===== config.mk =====
export PLATFORM = sky130hd
export DESIGN_NAME = hack_cpu_seq
export DESIGN_NICKNAME = d
export VERILOG_FILES = /design/src/rtl/hack_cpu_seq.sv
export SDC_FILE = /design/constraint.sdc
export NUM_CORES = 1
export LEC_CHECK = 0
export BUFFER_PORTS_ARGS = -buffer_cell sky130_fd_sc_hd__buf_2
export CORE_MARGIN = 3
export CORE_UTILIZATION = 55
export CTS_CLUSTER_DIAMETER = 100
export DETAILED_ROUTE_END_ITERATION = 10
export GPL_TIMING_DRIVEN = 0
export PLACE_DENSITY = 0.87
export SLEW_MARGIN = 30
export SYNTH_ARGS = -nofsm -noshare
export SYNTH_HDL_FRONTEND = slang
export SYNTH_SLANG_ARGS = --single-unit
export TNS_END_PERCENT = 10

===== constraint.sdc =====
create_clock -name clock -period 12.65 [get_ports clock]
set_input_delay 2.53 -clock clock [delete_from_list [all_inputs] [get_ports clock]]
set_output_delay 2.53 -clock clock [all_outputs]
set_load 0.02 [all_outputs]

===== src/rtl/hack_cpu_seq.sv =====
// Multi-cycle Hack CPU control/register stage: FETCH -> EXEC -> (MEMRD) -> COMPUTE.
// Optional macro HACK_CPU_HALT_EN adds a terminal HALT state on a taken jump-to-self.
module hack_cpu_seq #(
  parameter int                  PC_WIDTH = 15,
  parameter logic [PC_WIDTH-1:0] RESET_PC = '0
) (
  input  logic                clock,
  input  logic                reset,
  input  logic [15:0]         instr,
  input  logic                instr_valid,
  input  logic [15:0]         inM,
  input  logic                inM_valid,
  output logic                fetch_req,
  output logic                read_req,
  output logic [PC_WIDTH-1:0] pc,
  output logic [PC_WIDTH-1:0] addressM,
  output logic [15:0]         outM,
  output logic                writeM,
  output logic                halted
);

  typedef enum logic [2:0] {
    S_FETCH,
    S_EXEC,
    S_MEMRD,
    S_COMPUTE
`ifdef HACK_CPU_HALT_EN
    , S_HALT
`endif
  } state_t;

  state_t              r_state;
  logic [15:0]         r_ir;
  logic [15:0]         r_a;
  logic [15:0]         r_d;
  logic [15:0]         r_m;
  logic [PC_WIDTH-1:0] r_pc;
  logic [PC_WIDTH-1:0] r_waddr;
  logic [15:0]         r_outM;
  logic                r_writeM;
  logic                r_fetch_req;
  logic                r_read_req;
`ifdef HACK_CPU_HALT_EN
  logic                r_halted;
`endif

  function automatic logic [15:0] hack_alu(input logic [15:0] x, input logic [15:0] y,
                                           input logic [5:0] c);
    logic [15:0] xs;
    logic [15:0] ys;
    logic [15:0] o;
    xs = c[5] ? 16'h0000 : x;
    xs = c[4] ? ~xs : xs;
    ys = c[3] ? 16'h0000 : y;
    ys = c[2] ? ~ys : ys;
    o  = c[1] ? (xs + ys) : (xs & ys);
    return c[0] ? ~o : o;
  endfunction

  logic signed [15:0]  w_alu;
  logic [15:0]         w_y;
  logic                w_zr;
  logic                w_ng;
  logic                w_jmp;
  logic [PC_WIDTH-1:0] w_tgt;
  logic [PC_WIDTH-1:0] w_pc_inc;

  assign w_y      = r_ir[12] ? r_m : r_a;
  assign w_alu    = hack_alu(r_d, w_y, r_ir[11:6]);
  assign w_zr     = (w_alu == 16'sd0);
  assign w_ng     = (w_alu < 16'sd0);
  assign w_jmp    = (r_ir[2] & w_ng) | (r_ir[1] & w_zr) | (r_ir[0] & ~w_ng & ~w_zr);
  assign w_tgt    = r_a[PC_WIDTH-1:0];
  assign w_pc_inc = r_pc + {{(PC_WIDTH-1){1'b0}}, 1'b1};

`ifdef HACK_CPU_HALT_EN
  logic w_halt;
  assign w_halt = w_jmp && (w_tgt == r_pc);
`endif

  always_ff @(posedge clock) begin
    if (reset) begin
      r_state     <= S_FETCH;
      r_ir        <= '0;
      r_a         <= '0;
      r_d         <= '0;
      r_m         <= '0;
      r_pc        <= RESET_PC;
      r_waddr     <= '0;
      r_outM      <= '0;
      r_writeM    <= 1'b0;
      r_fetch_req <= 1'b1;
      r_read_req  <= 1'b0;
`ifdef HACK_CPU_HALT_EN
      r_halted    <= 1'b0;
`endif
    end else begin
      r_writeM <= 1'b0;
      unique case (r_state)
        S_FETCH: begin
          if (instr_valid) begin
            r_ir        <= instr;
            r_fetch_req <= 1'b0;
            r_state     <= S_EXEC;
          end
        end
        S_EXEC: begin
          if (!r_ir[15]) begin
            r_a         <= r_ir;
            r_pc        <= w_pc_inc;
            r_fetch_req <= 1'b1;
            r_state     <= S_FETCH;
          end else if (r_ir[12]) begin
            r_read_req  <= 1'b1;
            r_state     <= S_MEMRD;
          end else begin
            r_state     <= S_COMPUTE;
          end
        end
        S_MEMRD: begin
          if (inM_valid) begin
            r_m        <= inM;
            r_read_req <= 1'b0;
            r_state    <= S_COMPUTE;
          end
        end
        S_COMPUTE: begin
          // Write address and jump target both come from the pre-update A.
          if (r_ir[5]) r_a <= w_alu;
          if (r_ir[4]) r_d <= w_alu;
          r_outM  <= w_alu;
          r_waddr <= w_tgt;
          r_pc    <= w_jmp ? w_tgt : w_pc_inc;
`ifdef HACK_CPU_HALT_EN
          if (w_halt) begin
            r_halted <= 1'b1;
            r_state  <= S_HALT;
          end else begin
            r_writeM    <= r_ir[3];
            r_fetch_req <= 1'b1;
            r_state     <= S_FETCH;
          end
`else
          r_writeM    <= r_ir[3];
          r_fetch_req <= 1'b1;
          r_state     <= S_FETCH;
`endif
        end
`ifdef HACK_CPU_HALT_EN
        S_HALT: r_state <= S_HALT;
`endif
        default: begin
          r_fetch_req <= 1'b1;
          r_read_req  <= 1'b0;
          r_state     <= S_FETCH;
        end
      endcase
    end
  end

  assign fetch_req = r_fetch_req;
  assign read_req  = r_read_req;
  assign pc        = r_pc;
  // During the write strobe the address must stay on the pre-update A.
  assign addressM  = r_writeM ? r_waddr : r_a[PC_WIDTH-1:0];
  assign outM      = r_outM;
  assign writeM    = r_writeM;
`ifdef HACK_CPU_HALT_EN
  assign halted    = r_halted;
`else
  assign halted    = 1'b0;
`endif

endmodule


==> out/metrics.cfg <==
[finish]
fin_nets=1012
final_cells=1109
antenna_cells=0
fin_util_pct=68.28
syn2layout_area_growth_pct=19.00
layout-drive-gt1-share_pct=14.49
fill_cells=892
final_cell_mix=nand2_1 (157), dfxtp_1 (115), nor2_1 (87)
final_common_cell=nand2_1

[job]
maxCapViolCount=0

[drt]
drt-total-wl_um=20620
routed_via_density=6.076
num_vias=6738
drt-initial-drc-count=886
drc_errors=0
first_pass_iters=6
wl_per_cell_um=18.59
ant_nets=0

[setup_path]
critPathRequiredTime_ns=13.00
path_delay_family=compound AO/OA/AOI/OAI gates
rr_startpoint=r_ir[8]
arrival_ns=6.36
cp-start-kind=flip-flop
path_buf_inv=4
max_stage_delay_ns=0.65
crit_top_cell=a31oi_1
cp_slowest_cell=buf_1
worstSetupPathType=flip-flop to flip-flop
cp-end-kind=flip-flop
crit_chain=clkbuf_1 > buf_1 > xor2_1 > fa_1 > a21oi_1 > nor2_1 > o21a_1 > o31a_1 > o31ai_1 > o211ai_1 > a211o_1 > or4_1 > a31oi_1 > buf_4 > buf_6 > nand3_1 > a31oi_1
path_max_fanout=10
critPathLaunch=r_ir[8]

[die]
ios=86
core_area_mm2=0.01166
initial_core_util_pct=57.38
die_area_mm2=0.01353
rows=39
die_h_um=116.3
die_w_um=116.3

[power]
p_sw_uw=352.1
finalPower_uw=1185
p_comb_share_pct=19.6
power_per_cell_area_mw_per_mm2=148.9
p_leak_uw=0.003211
peakVddDrop_mv=0.09962
clkPwrFrac_pct=46.7
switching_share_pct=29.70
p_int_uw=833.3
seqPwrFrac_pct=33.7

[yosys]
synth_flop_cell=dfxtp_1
async_flop_share_pct=0
yosys_register_bits=115
avgSynthCellArea_um2=7.863
synth_cell_types=58
netlist_area_mm2=0.006691
syn_inst=851
synth-edff-count=0
synth_warnings=0
synth_nets=910
ys_seq_area_share_pct=34.41

[sta]
hold-worst-slack_ns=0.4571
worstMarginPinSlew_ns=0.8803
fin_worst_skew_ns=0.01003
setup_tns_ns=0
fmax_mhz=166.4
maxSlewHeadroom_pct=41.32
finalHoldViolCount=0
report.final.slew_viol_count=0
setup_viol=0
period_minus_slack_ns=6.008
rsz0062_at_grt=false
period_share_pct=47.49

[hold_path]
min-delay-path-class=flip-flop to flip-flop
min_from=r_d[14]

[clocking]
numCtsBuffers=17
clkTransAtPathRegs_ns=0.06
clock_latency_ns=0.42
cts.htree.levels=4
root_buffer=clkbuf_16
cts_buffer_depth=2
cts_tree=done
postCtsHoldBufs=0
clock_sinks=115
ctsResizeCount=0
post-cts-setup-buffers=0

[placed_design]
place_hpwl_um=14280
dp.cells=1077
gp_congestion=0.9371
port_buffers=83

[status]
status=completed

[grt]
track_usage_pct=30.15
grt_pass1_vias=6031
gr-total-overflow=0
antenna_found_initial=0
grt_max_degree=17
grt_pass1_wl_um=31420

==> area by class of cell <==
| cell class | count | area [µm²] | share of cell area [%] |
|---|---|---|---|
| clock inverters | 10 | 192.7 | 2.420 |
| well taps | 143 | 178.9 | 2.247 |
| clock buffers | 22 | 484.2 | 6.081 |
| multi-input cells | 670 | 4119 | 51.73 |
| inverters | 9 | 33.78 | 0.4243 |
| repair buffers | 83 | 415.4 | 5.217 |
| plain buffers | 57 | 236.5 | 2.970 |
| flip-flops and latches | 115 | 2302 | 28.91 |
==> routing by layer <==
metal	up-vias	GRT usage [%]	part of all wire, %
li1	3142	-	-
met4	0	16.24	5.1
met3	77	5.751	11
met2	431	46.68	44
met5	-	0	0
met1	3088	39.79	40
==> per-stage QoR <==
stage          setup WS (ns)  instance area, µm²
2_1_floorplan          7.913                6691
3_3_place_gp           7.029                7286
3_5_place_dp           6.897                7286
4_1_cts                6.867                7963
5_1_grt                6.449                7963
6_report               6.642                7963
==> final timing paths <==
path | end | slack [ns] | cells past startpoint
worst max-delay path | pc[14] | 6.64 | 17
worst min-delay path | r_d[14] | 0.46 | 2
worst max register to register | pc[14] | 6.64 | 17
worst min register to register | r_d[14] | 0.46 | 2
==> power by group through the flow <==
stage          Combinational (µW)  Clock [µW]  Sequential [µW]
3_5_place_dp                  221           0              405
3_3_place_gp                  216           0              405
2_1_floorplan                 160           0              397
6_report                      232         554              400
4_1_cts                       226         550              398
5_1_grt                       249         566              400
==> worst min-delay path, stage by stage, from the launching register on <==
cell and delay (ns):
dfxtp_1 0.31, nand2_1 0.05, a21oi_1 0.05
==> synthesized netlist by cell type (8+ instances only) <==
cell type,n,area (µm²)
a211oi_1,20,150.1
a21o_1,17,127.6
a21oi_1,81,405.4
a31oi_1,18,112.6
and3_1,12,75.07
clkbuf_1,44,165.2
dfxtp_1,115,2302
ha_1,22,275.3
inv_1,9,33.78
mux2_2,15,168.9
mux2i_1,47,470.5
nand2_1,157,589.3
nand2b_1,32,200.2
nand3_1,21,105.1
nor2_1,87,326.6
nor3_1,10,50.05
o21ai_0,8,40.04
xnor2_1,30,262.8
xor2_1,23,201.4
==> kinds of logic (layout without fill, tap and decap cells) <==
logic type | count (synthesis) | count (layout) | share of synthesized area, %
AND/OR/NAND/NOR | 354 | 354 | 23.92
AO/OA/AOI/OAI | 177 | 177 | 16.68
flip-flops | 115 | 115 | 34.41
buffers and inverters | 66 | 181 | 4.039
multiplexers | 62 | 62 | 9.555
XOR/XNOR | 53 | 53 | 6.937
adder cells (fa/ha/maj) | 23 | 23 | 4.413
other | 1 | 1 | 0.05604
==> sequential cells by signal, indices dropped and copies added, names as in the netlist <==
name	cells
outM	16
r_a	16
r_d	16
r_ir	16
r_m	16
pc	15
r_waddr	15
r_state	2
fetch_req	1
read_req	1
writeM	1
Power figures use the tool's default switching activity.
